File: config.mk
export PLATFORM = sky130hd
export DESIGN_NAME = uart_rx_cmd_decoder_flat
export DESIGN_NICKNAME = d
export VERILOG_FILES = /design/src/rtl/uart_rx_cmd_decoder_pkg.sv /design/src/rtl/uart_rx_cmd_decoder_if.sv /design/src/rtl/uart_rx_cmd_decoder_timeout.sv /design/src/rtl/uart_rx_cmd_decoder.sv /design/src/flat_wrapper.sv
export SDC_FILE = /design/constraint.sdc
export NUM_CORES = 1
export LEC_CHECK = 0
export ABC_CLOCK_PERIOD_IN_PS = 1770
export CELL_PAD_IN_SITES_DETAIL_PLACEMENT = 1
export CELL_PAD_IN_SITES_GLOBAL_PLACEMENT = 1
export CORE_ASPECT_RATIO = 1.25
export CORE_MARGIN = 1
export CORE_UTILIZATION = 40
export CTS_BUF_LIST = sky130_fd_sc_hd__clkbuf_2 sky130_fd_sc_hd__clkbuf_4 sky130_fd_sc_hd__clkbuf_8
export CTS_CLUSTER_SIZE = 30
export DETAILED_ROUTE_END_ITERATION = 6
export GPL_TIMING_DRIVEN = 0
export PLACE_DENSITY_LB_ADDON = 0.1
export SLEW_MARGIN = 20
export SYNTH_ARGS = -nofsm -noshare
export SYNTH_HDL_FRONTEND = slang
export SYNTH_SLANG_ARGS = --single-unit
File: constraint.sdc
create_clock -name Clk -period 1.77 [get_ports Clk]
set_input_delay 0.177 -clock Clk [delete_from_list [all_inputs] [get_ports Clk]]
set_output_delay 0.177 -clock Clk [all_outputs]
set_load 0.1 [all_outputs]
File: src/rtl/uart_rx_cmd_decoder_pkg.sv
// Shared constants for the UART host-command decoder: frame header default,
// FSM state encodings, error codes and the host register map entries that
// software and the bench both rely on.
package uart_rx_cmd_decoder_pkg;

  localparam logic [7:0] FRAME_HEAD_DEF  = 8'hAA;
  localparam int         TIMEOUT_CYC_DEF = 200000;

  // Host register addresses reachable through the decoder
  localparam logic [7:0] ADDR_UART_EN_TX = 8'd4;
  localparam logic [7:0] ADDR_BAUD_SET   = 8'd5;

  typedef enum logic [2:0] {
    ST_IDLE   = 3'd0,
    ST_ADDR   = 3'd1,
    ST_DATA_H = 3'd2,
    ST_DATA_L = 3'd3,
    ST_CHK    = 3'd4
  } state_e;

  typedef enum logic [1:0] {
    ERR_NONE    = 2'b00,
    ERR_CHK     = 2'b01,
    ERR_TIMEOUT = 2'b10
  } err_code_e;

  // 8-bit wrap-around accumulate used for the frame checksum
  function automatic logic [7:0] chk_add(input logic [7:0] acc, input logic [7:0] b);
    return acc + b;
  endfunction

endpackage

File: src/rtl/uart_rx_cmd_decoder_if.sv
// Byte-receiver input and host-bus write output of the command decoder.
// The slave modport is the decoder's view; master is the byte source /
// register-bank side that drives bytes in and observes the writes.
interface uart_rx_cmd_decoder_if;
  import uart_rx_cmd_decoder_pkg::*;

  logic        Rx_Done;
  logic [7:0]  Rx_Data;
  logic        m_wr;
  logic [7:0]  m_addr;
  logic [15:0] m_wrdata;
  logic        Frame_Err;
  err_code_e   Err_Code;
  logic        Busy;

  modport slave (
    input  Rx_Done, Rx_Data,
    output m_wr, m_addr, m_wrdata, Frame_Err, Err_Code, Busy
  );

  modport master (
    output Rx_Done, Rx_Data,
    input  m_wr, m_addr, m_wrdata, Frame_Err, Err_Code, Busy
  );

endinterface

File: src/rtl/uart_rx_cmd_decoder_timeout.sv
// Inter-byte watchdog: counts idle cycles while a frame is open and flags
// the cycle in which the count hits its terminal value with no byte arriving.
module uart_rx_timeout #(
  parameter int TIMEOUT_CYC = 200000
) (
  input  logic clk_i,
  input  logic rst_i,
  input  logic clear_i,
  input  logic enable_i,
  output logic expired_o
);

  localparam int CNT_W = (TIMEOUT_CYC > 2) ? $clog2(TIMEOUT_CYC) : 1;
  localparam logic [CNT_W-1:0] CNT_LAST = CNT_W'(TIMEOUT_CYC - 1);

  logic [CNT_W-1:0] cnt_q;
  logic [CNT_W-1:0] cnt_d;

  // A byte always wins over expiry, so clear_i masks the terminal count
  assign expired_o = enable_i && !clear_i && (cnt_q == CNT_LAST);

  // Restart on each byte, on expiry and whenever no frame is open
  always_comb begin
    cnt_d = cnt_q + CNT_W'(1);
    if (clear_i || !enable_i || expired_o) begin
      cnt_d = '0;
    end
  end

  // Counter register
  always_ff @(posedge clk_i) begin
    if (rst_i) begin
      cnt_q <= '0;
    end else begin
      cnt_q <= cnt_d;
    end
  end

endmodule

File: src/rtl/uart_rx_cmd_decoder.sv
// Parses 5-byte frames (HEAD, ADDR, DATA_H, DATA_L, CHK) from the UART byte
// receiver and issues one host-bus register write per good frame. Bad
// checksums and stalled frames are discarded with a Frame_Err pulse.
module uart_rx_cmd_decoder
  import uart_rx_cmd_decoder_pkg::*;
#(
  parameter logic [7:0] FRAME_HEAD  = FRAME_HEAD_DEF,
  parameter int         TIMEOUT_CYC = TIMEOUT_CYC_DEF
) (
  input logic                   Clk,
  input logic                   Rst,
  uart_rx_cmd_decoder_if.slave  bus
);

  state_e      state_q, state_d;
  logic [7:0]  addr_q, addr_d;
  logic [7:0]  dh_q, dh_d;
  logic [7:0]  dl_q, dl_d;
  logic [7:0]  sum_q, sum_d;

  logic        wr_q, wr_d;
  logic [7:0]  maddr_q, maddr_d;
  logic [15:0] mdata_q, mdata_d;
  logic        ferr_q, ferr_d;
  err_code_e   ecode_q, ecode_d;
  logic        busy_q;

  logic        expired;

  uart_rx_timeout #(
    .TIMEOUT_CYC (TIMEOUT_CYC)
  ) u_timeout (
    .clk_i     (Clk),
    .rst_i     (Rst),
    .clear_i   (bus.Rx_Done),
    .enable_i  (state_q != ST_IDLE),
    .expired_o (expired)
  );

  // Frame FSM: advance on each received byte, abandon the frame on timeout
  always_comb begin
    state_d = state_q;
    addr_d  = addr_q;
    dh_d    = dh_q;
    dl_d    = dl_q;
    sum_d   = sum_q;
    wr_d    = 1'b0;
    maddr_d = maddr_q;
    mdata_d = mdata_q;
    ferr_d  = 1'b0;
    ecode_d = ecode_q;

    if (bus.Rx_Done) begin
      case (state_q)
        ST_IDLE: begin
          // Stray bytes between frames are dropped without complaint
          if (bus.Rx_Data == FRAME_HEAD) begin
            state_d = ST_ADDR;
          end
        end
        ST_ADDR: begin
          addr_d  = bus.Rx_Data;
          sum_d   = bus.Rx_Data;
          state_d = ST_DATA_H;
        end
        ST_DATA_H: begin
          dh_d    = bus.Rx_Data;
          sum_d   = chk_add(sum_q, bus.Rx_Data);
          state_d = ST_DATA_L;
        end
        ST_DATA_L: begin
          dl_d    = bus.Rx_Data;
          sum_d   = chk_add(sum_q, bus.Rx_Data);
          state_d = ST_CHK;
        end
        ST_CHK: begin
          state_d = ST_IDLE;
          if (bus.Rx_Data == sum_q) begin
            wr_d    = 1'b1;
            maddr_d = addr_q;
            mdata_d = {dh_q, dl_q};
          end else begin
            ferr_d  = 1'b1;
            ecode_d = ERR_CHK;
          end
        end
        default: begin
          state_d = ST_IDLE;
        end
      endcase
    end else if (expired) begin
      state_d = ST_IDLE;
      ferr_d  = 1'b1;
      ecode_d = ERR_TIMEOUT;
    end
  end

  // State, shadow and output registers; reset clears a partial frame too
  always_ff @(posedge Clk) begin
    if (Rst) begin
      state_q <= ST_IDLE;
      addr_q  <= '0;
      dh_q    <= '0;
      dl_q    <= '0;
      sum_q   <= '0;
      wr_q    <= 1'b0;
      maddr_q <= '0;
      mdata_q <= '0;
      ferr_q  <= 1'b0;
      ecode_q <= ERR_NONE;
      busy_q  <= 1'b0;
    end else begin
      state_q <= state_d;
      addr_q  <= addr_d;
      dh_q    <= dh_d;
      dl_q    <= dl_d;
      sum_q   <= sum_d;
      wr_q    <= wr_d;
      maddr_q <= maddr_d;
      mdata_q <= mdata_d;
      ferr_q  <= ferr_d;
      ecode_q <= ecode_d;
      busy_q  <= (state_d != ST_IDLE);
    end
  end

  assign bus.m_wr      = wr_q;
  assign bus.m_addr    = maddr_q;
  assign bus.m_wrdata  = mdata_q;
  assign bus.Frame_Err = ferr_q;
  assign bus.Err_Code  = ecode_q;
  assign bus.Busy      = busy_q;

endmodule
File: src/flat_wrapper.sv
// flat-port wrapper written by rule: the top's interface ports become plain ports
module uart_rx_cmd_decoder_flat import uart_rx_cmd_decoder_pkg::*;
#(
  parameter logic [7:0] FRAME_HEAD  = FRAME_HEAD_DEF,
  parameter int         TIMEOUT_CYC = TIMEOUT_CYC_DEF
)
  (Clk, Rst, bus_Rx_Done, bus_Rx_Data, bus_m_wr, bus_m_addr, bus_m_wrdata, bus_Frame_Err, bus_Err_Code, bus_Busy);
  uart_rx_cmd_decoder_if bus_i ();
  input logic Clk;
  input logic Rst;
  input wire logic [$bits(bus_i.Rx_Done)-1:0] bus_Rx_Done;
  input wire logic [$bits(bus_i.Rx_Data)-1:0] bus_Rx_Data;
  output wire logic [$bits(bus_i.m_wr)-1:0] bus_m_wr;
  output wire logic [$bits(bus_i.m_addr)-1:0] bus_m_addr;
  output wire logic [$bits(bus_i.m_wrdata)-1:0] bus_m_wrdata;
  output wire logic [$bits(bus_i.Frame_Err)-1:0] bus_Frame_Err;
  output wire logic [$bits(bus_i.Err_Code)-1:0] bus_Err_Code;
  output wire logic [$bits(bus_i.Busy)-1:0] bus_Busy;
  assign bus_i.Rx_Done = bus_Rx_Done;
  assign bus_i.Rx_Data = bus_Rx_Data;
  assign bus_m_wr = bus_i.m_wr;
  assign bus_m_addr = bus_i.m_addr;
  assign bus_m_wrdata = bus_i.m_wrdata;
  assign bus_Frame_Err = bus_i.Frame_Err;
  assign bus_Err_Code = bus_i.Err_Code;
  assign bus_Busy = bus_i.Busy;
  uart_rx_cmd_decoder #(.FRAME_HEAD(FRAME_HEAD), .TIMEOUT_CYC(TIMEOUT_CYC)) u_core (.Clk(Clk), .Rst(Rst), .bus(bus_i));
endmodule
# Yosys cells after proc, flatten, opt, wreduce, memory -nomap -nowiden
# Cells that the tools add are included.
dict set report totals {
  in_bits 11
  reg_bits 82
  out_inout_bits 29
}
dict set report op_classes {
  bitwise_logic 2
  n_reduce_logical 20
  n_eq_ne 9
  muxes 14
  n_addsub 2
}
# operator count
set op_table {}
lappend op_table {{18-bit by 1-bit adder with 18-bit output (second input constant)} 1}
lappend op_table {{18-bit == test (second input constant)} 1}
lappend op_table {{8-bit case mux with 2 select lines} 1}
lappend op_table {{3-bit case mux with 4 select lines} 1}
lappend op_table {{3-bit 2-to-1 mux} 3}
lappend op_table {{8-bit adder} 1}
lappend op_table {{8-bit == test} 1}
lappend op_table {{8-bit == test (second input constant)} 1}
lappend op_table {{2-bit 2-to-1 mux} 4}
lappend op_table {{2-bit AND reduction} 4}
lappend op_table {{3-bit by 2-bit == test with 1-bit output (second input constant)} 2}
lappend op_table {{3-bit AND reduction} 2}
lappend op_table {{3-bit nonzero test} 2}
lappend op_table {{1-bit 2-to-1 mux} 5}
lappend op_table {{2-bit nonzero test} 2}
lappend op_table {{2-bit OR reduction} 2}
lappend op_table {{3-bit by 1-bit == test with 1-bit output (second input constant)} 1}
lappend op_table {{3-bit == test (second input constant)} 1}
lappend op_table {{3-bit zero test} 1}
lappend op_table {{3-bit OR reduction} 1}
lappend op_table {{1-bit logical AND} 2}
lappend op_table {{1-bit zero test} 2}
lappend op_table {{1-bit logical OR} 2}
lappend op_table {{2-bit by 1-bit inequality test with 1-bit output (second input constant)} 1}
lappend op_table {{2 further kinds} 3}

# Longest topological paths before layout
dict set report logic_depth {
  word_depth 6
  ltp_mapped 9
  ltp_nobuf 9
}

# Cells and area by module
# Synthesis repeated with hierarchy kept, for this count alone.
dict set report hier_totals {
  hier_cells 423
  area_unflattened_um2 3688.5
}
# mod cells_each seq_area_each_um2 area_each_um2 n_inst
set modules_own_cells {}
lappend modules_own_cells {uart_rx_cmd_decoder 322 1281.2 2807.7 1}
lappend modules_own_cells {uart_rx_timeout 101 360.3 880.8 1}

# Worst setup path after synthesis
# Ideal clock, no wire load.
dict set report synth_path {
  path_type {register to register}
  start {register u_core.sum_q[5]}
  end {register u_core.sum_q[7]}
  path_slack_ns -0.153
  path_buffers 0
  t_arrival_ns 1.831
  setup_time_ns 0.092
  t_required_ns 1.678
  path_stages_with_launch 7
  cell_sequence {dfxtp_1 ha_1 or4b_1 o31a_1 o31ai_1 mux2_1 nor4_1}
}
dict set report synth_between {
  elab_chain_cells 2
}
# item line_no
set synth_rtl {}
lappend synth_rtl {{from (decl)} uart_rx_cmd_decoder.sv:19} ;# logic [7:0] sum_q, sum_d;
lappend synth_rtl {{from (signal assigned)} uart_rx_cmd_decoder.sv:117} ;# sum_q <= sum_d;
lappend synth_rtl {{8-bit adder} uart_rx_cmd_decoder_pkg.sv:29} ;# return acc + b;
lappend synth_rtl {{8-bit case mux with 2 select lines} uart_rx_cmd_decoder.sv:54} ;# case (state_q)
# Every way passes these cells.
# A chain may end at the register's enable or synchronous reset.

# Worst setup path in the final report
dict set report layout_path {
  start {register u_core.sum_q[4]}
  end {register u_core.sum_q[7]}
}
# Same word-level chain as after synthesis.

==> summary.md <==
| Metric | Value |
|---|---|
| Largest net degree at the start of global routing | 15 |
| Total track usage | 0.235 |
| HPWL after DPL | between 6 and 7 mm |
| Starting Density | 0.420 |
| Hold WS | 0.169 ns |
| Final Slew Violations | 0 |
| Synthesized instance count | 405 |
| Dominant synthesized flop cell | dfxtp_1 |
| Antenna violations before repair | 0 |
| Via count | 3216 |
| Power Dens Cells | a little over 700 nW/um2 |
| Critical Path Source Type | register |
| Post-CTS Hold Buffers | 0 |
| Worst-path fanout max | 3 |
| # rows | 37 |
| Total CTS buffers | 9 |
| RSZ-0062 raised after global routing | yes |
| Hold Violations, Final | 0 |
| CTS tree | yes |
| Status | finished, violations left |
| Final setup violation count | 28 |
| Fmax | 522 MHz |
| Yosys warns | 0 |
| Worst setup path class | reg -> reg |
| Grt ovf | 0 |
| Clock latency on the worst-skew pair | between 0.3 and 0.4 ns |
| Max Cap Viol | 0 |
| Top-count cell post-synth | dfxtp_1 |
| Sequential share of the synthesized area | 0.466 |
| Htree depth | 3 |
| Final cell count without fillers | between 600 and 700 |
| Clk_skew | 0.0126 ns |
| ANT nets after route | 0 |
| FF+latch count, synth | 82 |
| Final #Nets | about 510 |
| Top post-synthesis cells by area | dfxtp_1 47%, mux2i_1 6.8%, nand2_1 6.7%, nor2_1 6.5%, a21oi_1 5.5% |
| Failing checks | negative setup slack |
| Clock buffer depth | 2 |
| Tightest Hold Check Type | in -> reg |
| Yosys top cell by area | dfxtp_1 |
| Die Ht | between 100 and 150 um |
| IO buf count | 37 |
| Core region area | about 8400 um2 |
| Cell Area, Synth | 3520 um2 |
| Synth cell count leaders | 82 x dfxtp_1, 63 x nand2_1, 61 x nor2_1, 39 x a21oi_1, 24 x mux2i_1 |
| Minimum clock period | 1.92 ns |
| Syn Area/Cell | 8.70 um2 |
| First-pass iteration count of the detailed router | 4 |
| Pleak | 1.94 nW |
| Crit path capture type | register |
| Die X-Extent | 85.9 um |
| Tcrit/Tclk final | 1.08 |
| Share of layout cells above drive strength 1 | 0.256 |
| Root buffer cell | clkbuf_8 |
| Worst Slack Setup Final | -0.147 ns |
| Post-Route WL | 10.8 mm |
| Ys async rst share | 0 |
| DRT iter0 DRCs | 87 |
| Maximum vdd drop | 0.000431 V |
| Area share of the largest cell type after synthesis | 0.466 |
| Area Overhead vs Synth | 38.9% |
| Number of synthesized flops with an enable pin | 0 |
| Worst slew margin | 0.354 |
| Post-placement cell count | 559 |
| Actual slew at the worst max-slew pin | 0.973 ns |
| Critical Path AT | 2.20 ns |
| Per-cell routed wire length | 17.8 um |
| DR vias/cell | 5.28 |
| First-pass GRT wire length | approximately 16 mm |
| Die area | 9190 um2 |
| Detailed-route DRC error count | 0 |
| Library cells used by synthesis | 47 |
| Clk slew on worst S/H paths | 0.09 ns |
| Worst hold path depth | 3 |
| R2R cell count | 6 |
| CTS Sinks | 82 |
| N_diodes | 0 |
| WP data required | 2.05 ns |
| Syn Nets | 425 |
| Vias in the first global route | between 3000 and 4000 |
| Ports | 40 |
| RePlAce Congestion | 0.868 |
==> power breakdown <==
part           switching [mW]  internal [mW]  total, mW  leakage (nW)
Sequential           0.000390           1.84       1.84         0.670
Combinational           0.105         0.0553      0.160          1.16
Clock                   0.716          0.815       1.53         0.110
==> state kept, by name, summed over array words and instances, names as in the netlist <==
signal                  count
u_core.bus.m_wr             1
u_core.bus.Err_Code         2
u_core.bus.Frame_Err        1
u_core.sum_q                8
u_core.u_timeout.cnt_q     18
u_core.dh_q                 8
u_core.bus.m_wrdata        16
u_core.bus.m_addr           8
u_core.addr_q               8
u_core.state_q              3
u_core.bus.Busy             1
u_core.dl_q                 8
==> final timing paths <==
kind | slack, ns | endpoint | from
worst max register to register | -0.15 | u_core.sum_q[7] | u_core.sum_q[4]
worst min register to register | 0.46 | u_core.dh_q[7] | u_core.dh_q[7]
worst max-delay path | -0.15 | u_core.sum_q[7] | u_core.sum_q[4]
worst min-delay path | 0.17 | u_core.dl_q[7] | bus_Rx_Data[7]
==> cells by family after synthesis <==
logic type,share of synthesized area
simple gates,0.252
flops,0.466
compound gates,0.0899
buf+inv,0.0316
mux,0.0714
xor+xnor,0.0547
fa+ha+maj,0.0341
==> worst max-delay path: stages, from the launching register on <==
cell     delay (ns)
dfxtp_2        0.34
ha_4           0.16
or4b_1         0.51
o31a_1         0.26
o31ai_1        0.07
mux2_2         0.37
nor4_2         0.12
==> routing by layer <==
metal  wire length (um)  track usage  vias up
li1                   -            -     1538
met1               4220        0.258     1582
met2               5950        0.425       72
met3                313       0.0300       24
met4                347        0.138        0
met5                  0            0        -
==> metrics by stage <==
stage	TNS (ns)	utilization	total power [mW]	instance area, um2	setup slack, ns
after global routing	-5.99	0.584	3.64	4890	-0.231
after CTS	-1.82	0.555	3.55	4650	-0.245
final	-2.32	0.584	3.53	4890	-0.147
after detailed placement	-32.15	0.485	2.02	4070	-0.883
after floorplan	-0.103	-	1.95	3550	-0.103
after global placement	-29.96	0.485	2.02	4070	-0.829
==> final cells by class <==
type / count / area, um2
Fill cell: 967 / 3490
Multi-Input combinational cell: 298 / 2030
Sequential cell: 82 / 1670
Timing Repair Buffer: 74 / 703
Tap cell: 117 / 146
Clock buffer: 10 / 131
Buffer: 15 / 92.6
Clock inverter: 6 / 90.1
Inverter: 7 / 26.3
==> layout by cell type (no fill, tap or decap), types with 12 or more instances in the layout <==
master / count
nor2_1: 56
xor2_1: 12
dfxtp_2: 12
dfxtp_1: 66
clkdlybuf4s15_1: 16
dlygate4sd2_1: 17
buf_4: 24
a21oi_1: 37
nand2_1: 61
mux2i_1: 23
==> timing repair <==
item | in CTS | in global routing
resized for setup | 81 | 60
setup buffers | 19 | 18
setup endpoints to repair | 86 | 88
pin swaps | 13 | 22
gates cloned | 2 | 1
Note: power is estimated with default switching activity, not from simulation.
